[src/rtl/alu_ctrl_pkg.sv]
`default_nettype none
// ============================================================================
// Package     : alu_ctrl_pkg
// Description : Shared encodings for the ALU-control stage. These include the
//               main-decoder ALU classes, the ALU op codes for RV32I and RV32M,
//               the stage FSM states and small decode helpers.
// Revision    : 1.0 - initial release
// ============================================================================
package alu_ctrl_pkg;

   // Width of the native op-code table; wider ALU_CTRL_W zero-extends it.
   localparam int CODE_W = 5;

   // ALU class produced by the main decoder.
   typedef enum logic [2:0] {
      AOP_LOAD   = 3'd0,
      AOP_STORE  = 3'd1,
      AOP_R_TYPE = 3'd2,
      AOP_I_TYPE = 3'd3,
      AOP_BRANCH = 3'd4,
      AOP_JUMP   = 3'd5,
      AOP_U_TYPE = 3'd6,
      AOP_NOP    = 3'd7
   } aluop_e;

   // RV32I op codes. They keep the MSB at 0.
   // BLT and BLTU reuse SLT and SLTU, because the EX comparator result is
   // the same. This lets all RV32I codes fit in [3:0].
   localparam logic [CODE_W-1:0] ALU_ADD  = 5'h00;
   localparam logic [CODE_W-1:0] ALU_SUB  = 5'h01;
   localparam logic [CODE_W-1:0] ALU_SLL  = 5'h02;
   localparam logic [CODE_W-1:0] ALU_SLT  = 5'h03;
   localparam logic [CODE_W-1:0] ALU_SLTU = 5'h04;
   localparam logic [CODE_W-1:0] ALU_XOR  = 5'h05;
   localparam logic [CODE_W-1:0] ALU_SRL  = 5'h06;
   localparam logic [CODE_W-1:0] ALU_SRA  = 5'h07;
   localparam logic [CODE_W-1:0] ALU_OR   = 5'h08;
   localparam logic [CODE_W-1:0] ALU_AND  = 5'h09;
   localparam logic [CODE_W-1:0] ALU_BEQ  = 5'h0A;
   localparam logic [CODE_W-1:0] ALU_BNE  = 5'h0B;
   localparam logic [CODE_W-1:0] ALU_BGE  = 5'h0C;
   localparam logic [CODE_W-1:0] ALU_BGEU = 5'h0D;
   localparam logic [CODE_W-1:0] ALU_PC4  = 5'h0E;

   // RV32M op codes: MUL + funct3 spans MUL..REMU (5'h10..5'h17).
   localparam logic [CODE_W-1:0] ALU_MUL    = 5'h10;
   localparam logic [CODE_W-1:0] ALU_MULH   = 5'h11;
   localparam logic [CODE_W-1:0] ALU_MULHSU = 5'h12;
   localparam logic [CODE_W-1:0] ALU_MULHU  = 5'h13;
   localparam logic [CODE_W-1:0] ALU_DIV    = 5'h14;
   localparam logic [CODE_W-1:0] ALU_DIVU   = 5'h15;
   localparam logic [CODE_W-1:0] ALU_REM    = 5'h16;
   localparam logic [CODE_W-1:0] ALU_REMU   = 5'h17;

   // funct7 patterns that are meaningful for OP / OP-IMM shifts.
   localparam logic [6:0] F7_BASE   = 7'b0000000;
   localparam logic [6:0] F7_ALT    = 7'b0100000;
   localparam logic [6:0] F7_MULDIV = 7'b0000001;

   // Stage FSM states.
   typedef enum logic [1:0] {
      ST_IDLE  = 2'd0,
      ST_MC    = 2'd1,
      ST_VALID = 2'd2
   } state_e;

   // Integer ALU op for a funct3; alt selects SUB/SRA over ADD/SRL.
   function automatic logic [CODE_W-1:0] base_code(input logic [2:0] f3, input logic alt);
      logic [CODE_W-1:0] c;
      case (f3)
         3'b000:  c = alt ? ALU_SUB : ALU_ADD;
         3'b001:  c = ALU_SLL;
         3'b010:  c = ALU_SLT;
         3'b011:  c = ALU_SLTU;
         3'b100:  c = ALU_XOR;
         3'b101:  c = alt ? ALU_SRA : ALU_SRL;
         3'b110:  c = ALU_OR;
         default: c = ALU_AND;
      endcase
      return c;
   endfunction

   // RV32M op code for a funct3.
   function automatic logic [CODE_W-1:0] m_code(input logic [2:0] f3);
      return ALU_MUL | {2'b00, f3};
   endfunction

endpackage
`default_nettype wire

[src/rtl/alu_ctrl_decode.sv]
`default_nettype none
// ============================================================================
// Module      : alu_ctrl_decode
// Description : Purely combinational ALU-control table. It maps the ALU class,
//               funct3 and funct7 to an op code, an illegal flag and
//               multi-cycle (mul/div) class flags.
// Revision    : 1.0 - initial release
// ============================================================================
module alu_ctrl_decode #(
   parameter int ALU_CTRL_W = 5,
   parameter bit EN_M       = 1'b1
) (
   input  logic [2:0]            aluop_i,
   input  logic [2:0]            funct3_i,
   input  logic [6:0]            funct7_i,
   output logic [ALU_CTRL_W-1:0] code_o,
   output logic                  illegal_o,
   output logic                  is_mul_o,
   output logic                  is_div_o
);
   import alu_ctrl_pkg::*;

   logic [CODE_W-1:0] w_code;
   logic              w_bad;
   logic              w_m_enc;

   assign w_m_enc = (aluop_i == AOP_R_TYPE) && (funct7_i == F7_MULDIV);

   // Table lookup; any undecodable encoding collapses to code 0 with illegal set.
   always_comb begin
      w_code = ALU_ADD;
      w_bad  = 1'b0;
      case (aluop_i)
         AOP_LOAD, AOP_STORE, AOP_U_TYPE, AOP_NOP: w_code = ALU_ADD;
         AOP_JUMP: w_code = ALU_PC4;
         AOP_BRANCH: begin
            case (funct3_i)
               3'b000:  w_code = ALU_BEQ;
               3'b001:  w_code = ALU_BNE;
               3'b100:  w_code = ALU_SLT;
               3'b101:  w_code = ALU_BGE;
               3'b110:  w_code = ALU_SLTU;
               3'b111:  w_code = ALU_BGEU;
               default: w_bad  = 1'b1;
            endcase
         end
         AOP_I_TYPE: begin
            // funct7 is only an opcode field for the immediate shifts.
            w_code = base_code(funct3_i, (funct3_i == 3'b101) && funct7_i[5]);
            if ((funct3_i == 3'b001) && (funct7_i != F7_BASE)) begin
               w_bad = 1'b1;
            end
            if ((funct3_i == 3'b101) && (funct7_i != F7_BASE) && (funct7_i != F7_ALT)) begin
               w_bad = 1'b1;
            end
         end
         AOP_R_TYPE: begin
            if (w_m_enc) begin
               w_code = m_code(funct3_i);
               w_bad  = !EN_M;
            end else if (funct7_i == F7_BASE) begin
               w_code = base_code(funct3_i, 1'b0);
            end else if ((funct7_i == F7_ALT) &&
                         ((funct3_i == 3'b000) || (funct3_i == 3'b101))) begin
               w_code = base_code(funct3_i, 1'b1);
            end else begin
               w_bad = 1'b1;
            end
         end
         default: w_bad = 1'b1;
      endcase
      if (w_bad) begin
         w_code = ALU_ADD;
      end
   end

   assign code_o    = ALU_CTRL_W'(w_code);
   assign illegal_o = w_bad;
   assign is_mul_o  = EN_M && w_m_enc && !funct3_i[2];
   assign is_div_o  = EN_M && w_m_enc &&  funct3_i[2];

endmodule
`default_nettype wire

[src/rtl/alu_ctrl_stage.sv]
`default_nettype none
// ============================================================================
// Module      : alu_ctrl_stage
// Description : Registered ALU-control stage between ID and EX. It decodes the
//               op and holds multi-cycle M ops for their latency, using
//               valid/ready handshakes on both sides.
// Revision    : 1.0 - initial release
// ============================================================================
module alu_ctrl_stage #(
   parameter int ALU_CTRL_W = 5,
   parameter bit EN_M       = 1'b1,
   parameter int MUL_CYCLES = 2,
   parameter int DIV_CYCLES = 33
) (
   input  logic                  clk,
   input  logic                  rst,
   input  logic                  in_valid,
   output logic                  in_ready,
   input  logic [2:0]            aluop,
   input  logic [2:0]            funct3,
   input  logic [6:0]            funct7,
   input  logic                  flush,
   output logic                  out_valid,
   input  logic                  out_ready,
   output logic [ALU_CTRL_W-1:0] alu_control,
   output logic                  illegal_op,
   output logic                  mc_start
);
   import alu_ctrl_pkg::*;

   localparam int MAX_LAT = (MUL_CYCLES > DIV_CYCLES) ? MUL_CYCLES : DIV_CYCLES;
   localparam int CNT_W   = (MAX_LAT > 1) ? $clog2(MAX_LAT) : 1;
   localparam logic [CNT_W-1:0] c_mul_load = CNT_W'(MUL_CYCLES - 1);
   localparam logic [CNT_W-1:0] c_div_load = CNT_W'(DIV_CYCLES - 1);

   generate
      if (MUL_CYCLES < 2) begin : g_chk_mul
         $error("alu_ctrl_stage: MUL_CYCLES must be >= 2");
      end
      if (DIV_CYCLES < 2) begin : g_chk_div
         $error("alu_ctrl_stage: DIV_CYCLES must be >= 2");
      end
      if (ALU_CTRL_W < CODE_W) begin : g_chk_w
         $error("alu_ctrl_stage: ALU_CTRL_W must be >= 5");
      end
   endgenerate

   state_e                state_q, state_d;
   logic [CNT_W-1:0]      cnt_q, cnt_d;
   logic [ALU_CTRL_W-1:0] code_q, code_d;
   logic                  illegal_q, illegal_d;
   logic                  mc_start_q, mc_start_d;

   logic [ALU_CTRL_W-1:0] w_dec_code;
   logic                  w_dec_illegal;
   logic                  w_dec_is_mul;
   logic                  w_dec_is_div;
   logic                  w_in_ready;
   logic                  w_accept;
   logic                  w_capture;

   alu_ctrl_decode #(
      .ALU_CTRL_W (ALU_CTRL_W),
      .EN_M       (EN_M)
   ) u_decode (
      .aluop_i    (aluop),
      .funct3_i   (funct3),
      .funct7_i   (funct7),
      .code_o     (w_dec_code),
      .illegal_o  (w_dec_illegal),
      .is_mul_o   (w_dec_is_mul),
      .is_div_o   (w_dec_is_div)
   );

   // Upstream ready: open in IDLE, pass-through of out_ready in VALID, never under flush/reset.
   always_comb begin
      w_in_ready = 1'b0;
      case (state_q)
         ST_IDLE:  w_in_ready = 1'b1;
         ST_VALID: w_in_ready = out_ready;
         default:  w_in_ready = 1'b0;
      endcase
      if (flush || rst) begin
         w_in_ready = 1'b0;
      end
   end

   assign w_accept = in_valid && w_in_ready;

   // Next-state: capture on accept, count down M latency, drain on consume; flush wins.
   always_comb begin
      state_d    = state_q;
      cnt_d      = cnt_q;
      code_d     = code_q;
      illegal_d  = illegal_q;
      mc_start_d = 1'b0;
      w_capture  = 1'b0;
      case (state_q)
         ST_IDLE: w_capture = w_accept;
         ST_MC: begin
            if (cnt_q == '0) begin
               state_d = ST_VALID;
            end else begin
               cnt_d = cnt_q - CNT_W'(1);
            end
         end
         ST_VALID: begin
            if (out_ready) begin
               if (w_accept) begin
                  w_capture = 1'b1;
               end else begin
                  state_d = ST_IDLE;
               end
            end
         end
         default: state_d = ST_IDLE;
      endcase
      if (w_capture) begin
         code_d    = w_dec_code;
         illegal_d = w_dec_illegal;
         if (w_dec_is_mul || w_dec_is_div) begin
            state_d    = ST_MC;
            cnt_d      = w_dec_is_div ? c_div_load : c_mul_load;
            mc_start_d = 1'b1;
         end else begin
            state_d = ST_VALID;
            cnt_d   = '0;
         end
      end
      if (flush) begin
         state_d    = ST_IDLE;
         cnt_d      = '0;
         mc_start_d = 1'b0;
      end
   end

   // State, counter and output registers with synchronous reset.
   always_ff @(posedge clk) begin
      if (rst) begin
         state_q    <= ST_IDLE;
         cnt_q      <= '0;
         code_q     <= '0;
         illegal_q  <= 1'b0;
         mc_start_q <= 1'b0;
      end else begin
         state_q    <= state_d;
         cnt_q      <= cnt_d;
         code_q     <= code_d;
         illegal_q  <= illegal_d;
         mc_start_q <= mc_start_d;
      end
   end

   assign in_ready    = w_in_ready;
   assign out_valid   = (state_q == ST_VALID);
   assign alu_control = code_q;
   assign illegal_op  = illegal_q;
   assign mc_start    = mc_start_q;

endmodule
`default_nettype wire

[config.mk]
export PLATFORM = sky130hd
export DESIGN_NAME = alu_ctrl_stage
export DESIGN_NICKNAME = d
export VERILOG_FILES = /design/src/rtl/alu_ctrl_pkg.sv /design/src/rtl/alu_ctrl_decode.sv /design/src/rtl/alu_ctrl_stage.sv
export SDC_FILE = /design/constraint.sdc
export NUM_CORES = 1
export LEC_CHECK = 0
export CORE_MARGIN = 2
export CORE_UTILIZATION = 50
export DETAILED_ROUTE_END_ITERATION = 8
export GPL_TIMING_DRIVEN = 0
export HOLD_SLACK_MARGIN = 0.1
export PLACE_DENSITY = 0.79
export RECOVER_POWER = 25
export SYNTH_ARGS = -nofsm -noshare
export SYNTH_HDL_FRONTEND = slang
export SYNTH_SLANG_ARGS = --single-unit
[constraint.sdc]
create_clock -name clk -period 3.3 [get_ports clk]
set_input_delay 0.99 -clock clk [delete_from_list [all_inputs] [get_ports clk]]
set_output_delay 0.99 -clock clk [all_outputs]
set_load 0.01 [all_outputs]
Yosys cells after proc, flatten, opt, wreduce, memory -nomap -nowiden
Index checks and enable logic that the tools add are counted.
Widths: inputs -> output; s select.
Operators by class
  add/sub/neg operators: 1
  equal/unequal tests: 24
  muxes and demuxes: 35
  bitwise logic cells: 1
  reductions and logical operators: 26
Operator list (count)
  $pmux 4 s7: 2
  $pmux 5 s7: 1
  $mux 6: 5
  $pmux 5 s5: 1
  $eq 3x3->1 const B: 8
  $pmux 4 s6: 1
  $mux 5: 4
  $eq 3x2->1 const B: 4
  $mux 1: 12
  $mux 2: 5
  $logic_and 1x1->1: 9
  $eq 7x1->1 const B: 1
  $eq 7x6->1 const B: 1
  $logic_not 7->1: 1
  $ne 7x6->1 const B: 1
  $reduce_bool 7->1: 1
  $eq 3x1->1 const B: 2
  $logic_not 3->1: 2
  $logic_not 6->1: 1
  $pmux 2 s3: 1
  $reduce_or 6->1: 1
  $sub 6x1->6 const B: 1
  $ne 2x2->1 const B: 2
  $pmux 1 s2: 2
  16 further kinds: 18
Word-level totals
  register bits after elaboration: 15
  input port bits: 18
  output and inout bits: 9
  logic and storage cells: 92

Longest topological paths before layout
Gate-level depths: netlist of run 1.
  depth after elaboration: 9
  mapped depth: 7
  mapped depth without buffers: 6

Cells and area by module
A second synthesis of run 1 with hierarchy kept.
Unflattened totals
  cells, all modules: 154
  area, all modules: 1172.4 um^2
Modules (own cells, without submodules)
  alu_ctrl_stage: instances 1, cells each 85, area each 726.9 um^2, sequential area each 300.3 um^2
  alu_ctrl_decode: instances 1, cells each 69, area each 445.4 um^2, sequential area each 0.0 um^2

Least setup slack after synthesis of run 1
No wires, ideal clock.
  path type: in2out
  from: input port flush
  to: output port in_ready
  data arrival time: 1.558 ns
  required time: 2.310 ns
  path slack: 0.752 ns
  stages on the path: 2
  buffers on the path: 0
  cells stage by stage: or2_4 nor3_1
Between the ends
  word-level cells in the longest chain between the ends: 2
Ends and longest elaborated chain
  from (decl): RTL line alu_ctrl_stage.sv:22  | input logic flush,
  $logic_or 1x1->1: RTL line alu_ctrl_stage.sv:83  | if (flush || rst) begin
  $mux 1: RTL line alu_ctrl_stage.sv:83
  to (decl): RTL line alu_ctrl_stage.sv:18  | output logic in_ready,
No other way between the ends.

Worst setup path in the final report of run 1
  from: input port out_ready
  to: output port in_ready
Between the ends
  word-level cells in the longest chain between the ends: 2
Ends and longest elaborated chain
  from (decl): RTL line alu_ctrl_stage.sv:24  | input logic out_ready,
  $pmux 1 s2: RTL line alu_ctrl_stage.sv:78  | case (state_q)
  $mux 1: RTL line alu_ctrl_stage.sv:83
No other way between the ends.

==> results of run 1 <==
==> cells in the mapped netlist (2+ instances only) <==
| library cell | count | area [sq um] |
|---|---|---|
| o21ai_1 | 2 | 10.01 |
| a22o_1 | 2 | 17.52 |
| xor2_1 | 4 | 35.03 |
| nand3_1 | 7 | 35.03 |
| nand2b_1 | 3 | 18.77 |
| nor2b_1 | 3 | 18.77 |
| nor4_1 | 2 | 12.51 |
| buf_4 | 3 | 22.52 |
| and3_1 | 4 | 25.02 |
| ha_1 | 3 | 37.54 |
| nor3b_1 | 2 | 15.01 |
| buf_2 | 2 | 10.01 |
| nand3b_1 | 3 | 22.52 |
| nand2_1 | 10 | 37.54 |
| nor2_1 | 18 | 67.56 |
| a31oi_1 | 2 | 12.51 |
| a211oi_1 | 2 | 15.01 |
| nor3_1 | 7 | 35.03 |
| a21oi_1 | 10 | 50.05 |
| o211a_1 | 2 | 20.02 |
| a311o_1 | 2 | 20.02 |
| dfxtp_1 | 15 | 300.3 |
| inv_1 | 6 | 22.52 |
==> registers in the layout (all words and copies together), names as in the netlist <==
| name | flops |
|---|---|
| state_q | 2 |
| mc_start | 1 |
| illegal_op | 1 |
| cnt_q | 6 |
| alu_control | 5 |
==> worst min-delay path: cells and delay by family, from the launching register on <==
kind             cells  cell delay, ns
flip-flops           1            0.32
AO/OA/AOI/OAI        1            0.05
AND/OR/NAND/NOR      1            0.08
==> area by class of cell <==
class                      instances  area, sq um  area share (%)
sequential                        15        300.3           20.74
tap                               28        35.03           2.420
clock buffer                       3        22.52           1.556
buffer                             6        36.28           2.506
timing repair buffer              26        257.7           17.80
clock inverter                     1        5.005          0.3457
inverter                           7        26.28           1.815
multi-input combinational        116        764.5           52.81
==> through the flow <==
stage	setup slack (ns)	instance area [sq um]	total power, uW	setup TNS [ns]
2_1_floorplan	0.7525	1127	230.1	0
3_3_place_gp	-0.2450	1423	269.3	-0.2450
3_5_place_dp	-0.2547	1423	270.9	-0.2547
4_1_cts	0.1568	1448	373.0	0
5_1_grt	0.09404	1448	389.9	0
6_report	0.1262	1448	369.0	0
==> layer usage <==
metal	vias up	track usage, %	wire, microns
li1	593	-	-
met1	548	29.98	1308
met2	38	38.25	1249
met3	2	4.386	140
met4	0	4.386	21
met5	-	0	0
==> cells by family (layout without fill, tap and decap cells) <==
kind of cell / after synthesis / in the layout
AND/OR/NAND/NOR: 70 / 70
XOR/XNOR: 5 / 5
adder cells (fa/ha/maj): 3 / 3
buffers and inverters: 13 / 43
AO/OA/AOI/OAI: 37 / 37
multiplexers: 1 / 1
flip-flops: 15 / 15
==> worst max-delay path by stage <==
| stage | start | to | depth (start not counted) |
|---|---|---|---|
| floorplan | flush | in_ready | 2 |
| global placement | rst | in_ready | 4 |
| detailed placement | rst | in_ready | 4 |
| CTS | flush | in_ready | 4 |
| global route | out_ready | in_ready | 4 |
| finish | out_ready | in_ready | 4 |
==> repair_timing <==
action / in CTS / in global routing
buffers inserted: 0 / 0
setup endpoints to repair: 1 / 0
resized for setup: 2 / 0
==> power breakdown <==
part | total (uW) | internal [uW] | switching, uW
Sequential | 184 | 183 | 1.06
Combinational | 82.5 | 41.3 | 41.1
Clock | 103 | 44.9 | 58.0
==> metrics.txt, run 1 <==
share of layout cells above drive strength 1=under 10%; Final Wtd Congestion=between 0.8 and 0.9; Mapped Cells=144; largest net degree at the start of global routing=11; Critical Path RT=2.31 ns; reg2reg path depth=4; worst hold slack=0.4882 ns; Hold Violations, Final=0; P_leak=0.0005823 uW; Core Util, Final=approximately 67%; Seq/Total Area, Yosys=26.64%; # diodes=0; worst-margin pin slew=around 0.63 ns; Starting Density=about 52%; Layout Nets=just under 200; First-pass DRT Iterations=6; Skew-Pair Late Insertion Delay=0.28 ns; startpoint types=input pin; multiplexer area fraction after synthesis=0.8879%; number of fill cells=~190; I/O Buffers=26; worst-case clock buffer depth=2; CTS tree=done; die width=a little over 50 microns; die area=approximately 2700 sq um; io pins=27; TritonCTS buffer count=3; Slowest-stage cell, CP=dlygate4sd3_1; Synth Cell Area=roughly 1100 sq um; Final period util=96.18%; first-pass GRT wire length=~4600 microns; worst hold path type=flop to flop; post-route ant nets=0; DR vias=approximately 1,200; largest family of logic cells by synthesized area=simple AND/OR/NAND/NOR gates; Clk Tree Root Cell=clkbuf_4; Worst EP arrival=roughly 2.2 ns; CP max FO=3; clk sink count=15; Worst Hold Path EP=alu_control[0]; Hold Buf Count CTS=0; Clock transition at path regs=roughly 0.090 ns; most common flop cell mapped by yosys=dfxtp_1; DRC viols=0; routed length per instance=approximately 13 microns; VDD IR max=0.1931 mV; syn nets=165; htree depth=1; Warnings, synthesis=0; Pwr Density=254.9 nW/um^2; number of cells in the design after placement=198; Via density=between 5 and 6; Area Overhead vs Synth=28.41%; most frequent cells in the layout=clkdlybuf4s50_1 (20), nor2_1 (18), dfxtp_1 (15), nand2_1 (10), a21oi_1 (10); core footprint=between 2000 and 2500 sq um; Synth Area in Adders=under 10%; Die Ht=between 50 and 60 microns; CP bufs+invs=2; Max Slew Vio Count=0; crit path time final=~3.2 ns; relative slew slack=57.93%; Hold Startpoint=alu_control[0]; CP endpoint kind=output port; status=finished, final reports clean; Site Rows=17; commonest non-fill, non-tap cell in the layout=clkdlybuf4s50_1; Cell Count, Final, Fillers Out=202; setup violators final=0; FF-to-FF Start=cnt_q[3]; RR Endpoint=state_q[1]; Synth Area in Simple Gates=a little over a third; clk_skew=between 0.004 and 0.005 ns; Crit Path Category=input pin to output port; Yosys cell types=53; vias in the first global route=about 1,100; Post-Synth XOR/XNOR Area=under 10%; Reg2Reg Setup Slack=1.61 ns; worst hold stages=2; GRT Total Usage=a little under a quarter; syn_area_per_cell=between 7 and 8 sq um; post-detailed-placement half-perimeter wirelength=around 2100 microns; Post-synth EDFFs=0; Post-synth ARST share=0%; initial DRC count=42; unrepaired setup endpoints after global routing=no; grt ovf=0; max-cap viol count=0; WL final=~2700 microns; FMAX=315.1 MHz; initial antenna violation count=0; Synth Area in Compound Gates=24.75%; max incr delay on CP=roughly 0.55 ns; Synth Register Bits=15; crit-path cells=dlygate4sd3_1, and2b_1, nor3_1, dlygate4sd2_1; crit-path leading delay family=buffers and inverters
(Power assumes the default switching activity.)
==> run 2, diff against run 1 <==
Settings changed: CORE_ASPECT_RATIO set to 1.5.
==> run 2 against run 1 <==
Against the previous run:
- critical path type unchanged
- fmax grew 0.50%
- register-to-register slack got worse by 0.06 ns
- first-iteration DRC count down 36%
- critical endpoint unchanged
- hold slack improved by 0.0056 ns
- wire length is 5.1% higher
- clock skew is 0.0025 ns lower
==> metrics.txt, run 2 (same netlist as run 1, synthesis figures left out) <==
core footprint=2181 sq um (+0.52%); GRT Total Usage=23.45% (+0.79 points); worst-margin pin slew=0.4892 ns (-0.1361 ns); die width=42.77 microns (-17%); Worst EP arrival=2.17 ns (about the same); largest net degree at the start of global routing=11 (unchanged); Reg2Reg Setup Slack=1.55 ns (-0.06 ns); WL met1=1086 microns (-17%); top sig layer=met4; worst-case clock buffer depth=2 (unchanged); crit path time final=3.158 ns (-0.01587 ns); worst hold slack=0.4938 ns (+0.005563 ns); Layout Nets=196 (unchanged); setup violators final=0 (unchanged); Largest register FFs=6 (unchanged); worst hold path type=flop to flop; CP bufs+invs=2 (unchanged); relative slew slack=67.09% (+9.2 points); VDD IR max=0.1757 mV (-9.0%); Slowest-stage cell, CP=clkdlybuf4s50_1; TritonCTS buffer count=3 (unchanged); io pins=27 (unchanged); Comb pwr share=22.1% (-0.2 points); Final TNS setup=0 ns (unchanged); crit-path leading delay family=buffers and inverters; CTS tree=done; Post-CTS Resized=2 (unchanged); first-pass GRT wire length=4947 microns (+6.7%); post-detailed-placement half-perimeter wirelength=2323 microns (+8.5%); status=finished, final reports clean; Crit Path Category=input pin to output port; htree depth=1 (unchanged); Die Ht=62.16 microns (+21%); P_leak=0.0005827 uW (about the same); Worst Setup SP=flush; routed length per instance=14.51 microns (+7.8%); crit-path cells=clkdlybuf4s50_1, or2_4, nor3_1, dlygate4sd2_1; Starting Density=51.69% (-0.27 points); Skew-Pair Late Insertion Delay=0.29 ns (about the same); I/O Buffers=26 (unchanged); Net Sw Frac=27.87% (+0.72 points); internal power=269.4 uW (+0.22%); Site Rows=21 (+4); initial antenna violation count=0 (unchanged); total setup buffers inserted after CTS=0 (unchanged); sequential share of power=49.2% (-0.6 points); initial DRC count=27 (-36%); Final period util=95.69% (-0.48 points); RR Endpoint=state_q[1]; Top reg by flops=cnt_q; clk_skew=0.002383 ns (-0.002451 ns); most frequent cells in the layout=clkdlybuf4s50_1 (21), nor2_1 (18), dfxtp_1 (15), nand2_1 (10), a21oi_1 (10); clk sink count=15 (unchanged); die area=2658 sq um (+0.29%); post-route ant nets=0 (unchanged); CP endpoint kind=output port; max incr delay on CP=0.42 ns (-0.13 ns); # diodes=0 (unchanged); Via density=6.076 (+3.9%); CP max FO=5 (+2); clock power share=28.7% (+0.8 points); CP endpoint=in_ready; WL final=2859 microns (+5.1%); Hold Buf Count CTS=0 (unchanged); reg2reg path depth=4 (unchanged); DR vias=1,197 (+1.4%); Max Slew Vio Count=0 (unchanged); FMAX=316.7 MHz (+0.50%); DR WL met2=1549 microns (+24%); First-pass DRT Iterations=4 (-2); share of layout cells above drive strength 1=9.770% (unchanged); Critical Path RT=2.31 ns (about the same); commonest non-fill, non-tap cell in the layout=clkdlybuf4s50_1; Hold Violations, Final=0 (unchanged); vias in the first global route=1,197 (+13%); grt ovf=0 (unchanged); Hold Startpoint=alu_control[2]; Final Wtd Congestion=0.8596 (+4.6%); met3 wire length=82 microns (-41%); total stage count of the critical path=4 (unchanged); Clock transition at path regs=0.09 ns (about the same); FF-to-FF Start=cnt_q[3]; startpoint types=input pin; Area Overhead vs Synth=27.86%; switching power of the nets=104.1 uW (+3.9%); unrepaired setup endpoints after global routing=no; Clk Tree Root Cell=clkbuf_4; DRC viols=0 (unchanged); max-cap viol count=0 (unchanged); Pwr Density=259.1 nW/um^2 (+1.7%)
run 2: cell count changes in the layout (fill, tap and decap cells not counted), sizes merged:
cell / change
clkdlybuf4s50: +1
dlygate4sd3: -1
run 2: how the worst min path moves through the flow:
stage	depth (start not counted)	slack [ns]	end
floorplan	1	0.49	cnt_q[5]
global placement	2	0.46	alu_control[4]
detailed placement	1	0.47	alu_control[2]
CTS	1	0.49	alu_control[2]
global route	1	0.53	alu_control[2]
finish	1	0.49	alu_control[2]
run 2: worst register-to-register path, cell delays in order, from the launching register on:
cell and delay (ns):
dfxtp_1 0.35, nor4_1 0.45, a21oi_1 0.18, clkbuf_1 0.26
o311a_1 0.40
run 2: per-stage QoR:
| stage | power [uW] | util, % | area (sq um) | instances | setup slack (ns) |
|---|---|---|---|---|---|
| 2_1_floorplan | 230.1 | - | 1127 | 144 | 0.7525 |
| 3_3_place_gp | 268.5 | 64.95 | 1416 | 193 | -0.2395 |
| 3_5_place_dp | 270.7 | 64.95 | 1416 | 193 | -0.2908 |
| 4_1_cts | 375.5 | 66.09 | 1441 | 197 | 0.1204 |
| 5_1_grt | 391.4 | 66.09 | 1441 | 197 | 0.1008 |
| 6_report | 373.5 | 66.09 | 1441 | 197 | 0.1421 |
run 2: routing by layer:
metal  global-route usage, %  up-vias
met3                   1.744       16
li1                        -      589
met1                   23.47      551
met5                       0        -
met2                   43.56       41
met4                   15.23        0
run 2: cell type report:
cell class,count,area (sq um)
Multi-Input combinational cell,116,764.5
Fill cell,202,739.5
Sequential cell,15,300.3
Timing Repair Buffer,26,257.7
Buffer,6,36.28
Tap cell,23,28.78
Inverter,7,26.28
Clock buffer,3,22.52
Clock inverter,1,5.005
run 2: power by group through the flow:
stage | Combinational [uW] | Clock, uW | Sequential (uW)
after floorplan | 41.8 | 0 | 188
after global placement | 80.7 | 0 | 188
after detailed placement | 82.7 | 0 | 188
after CTS | 82.0 | 110 | 184
after global routing | 90.2 | 117 | 184
final | 82.5 | 107 | 184
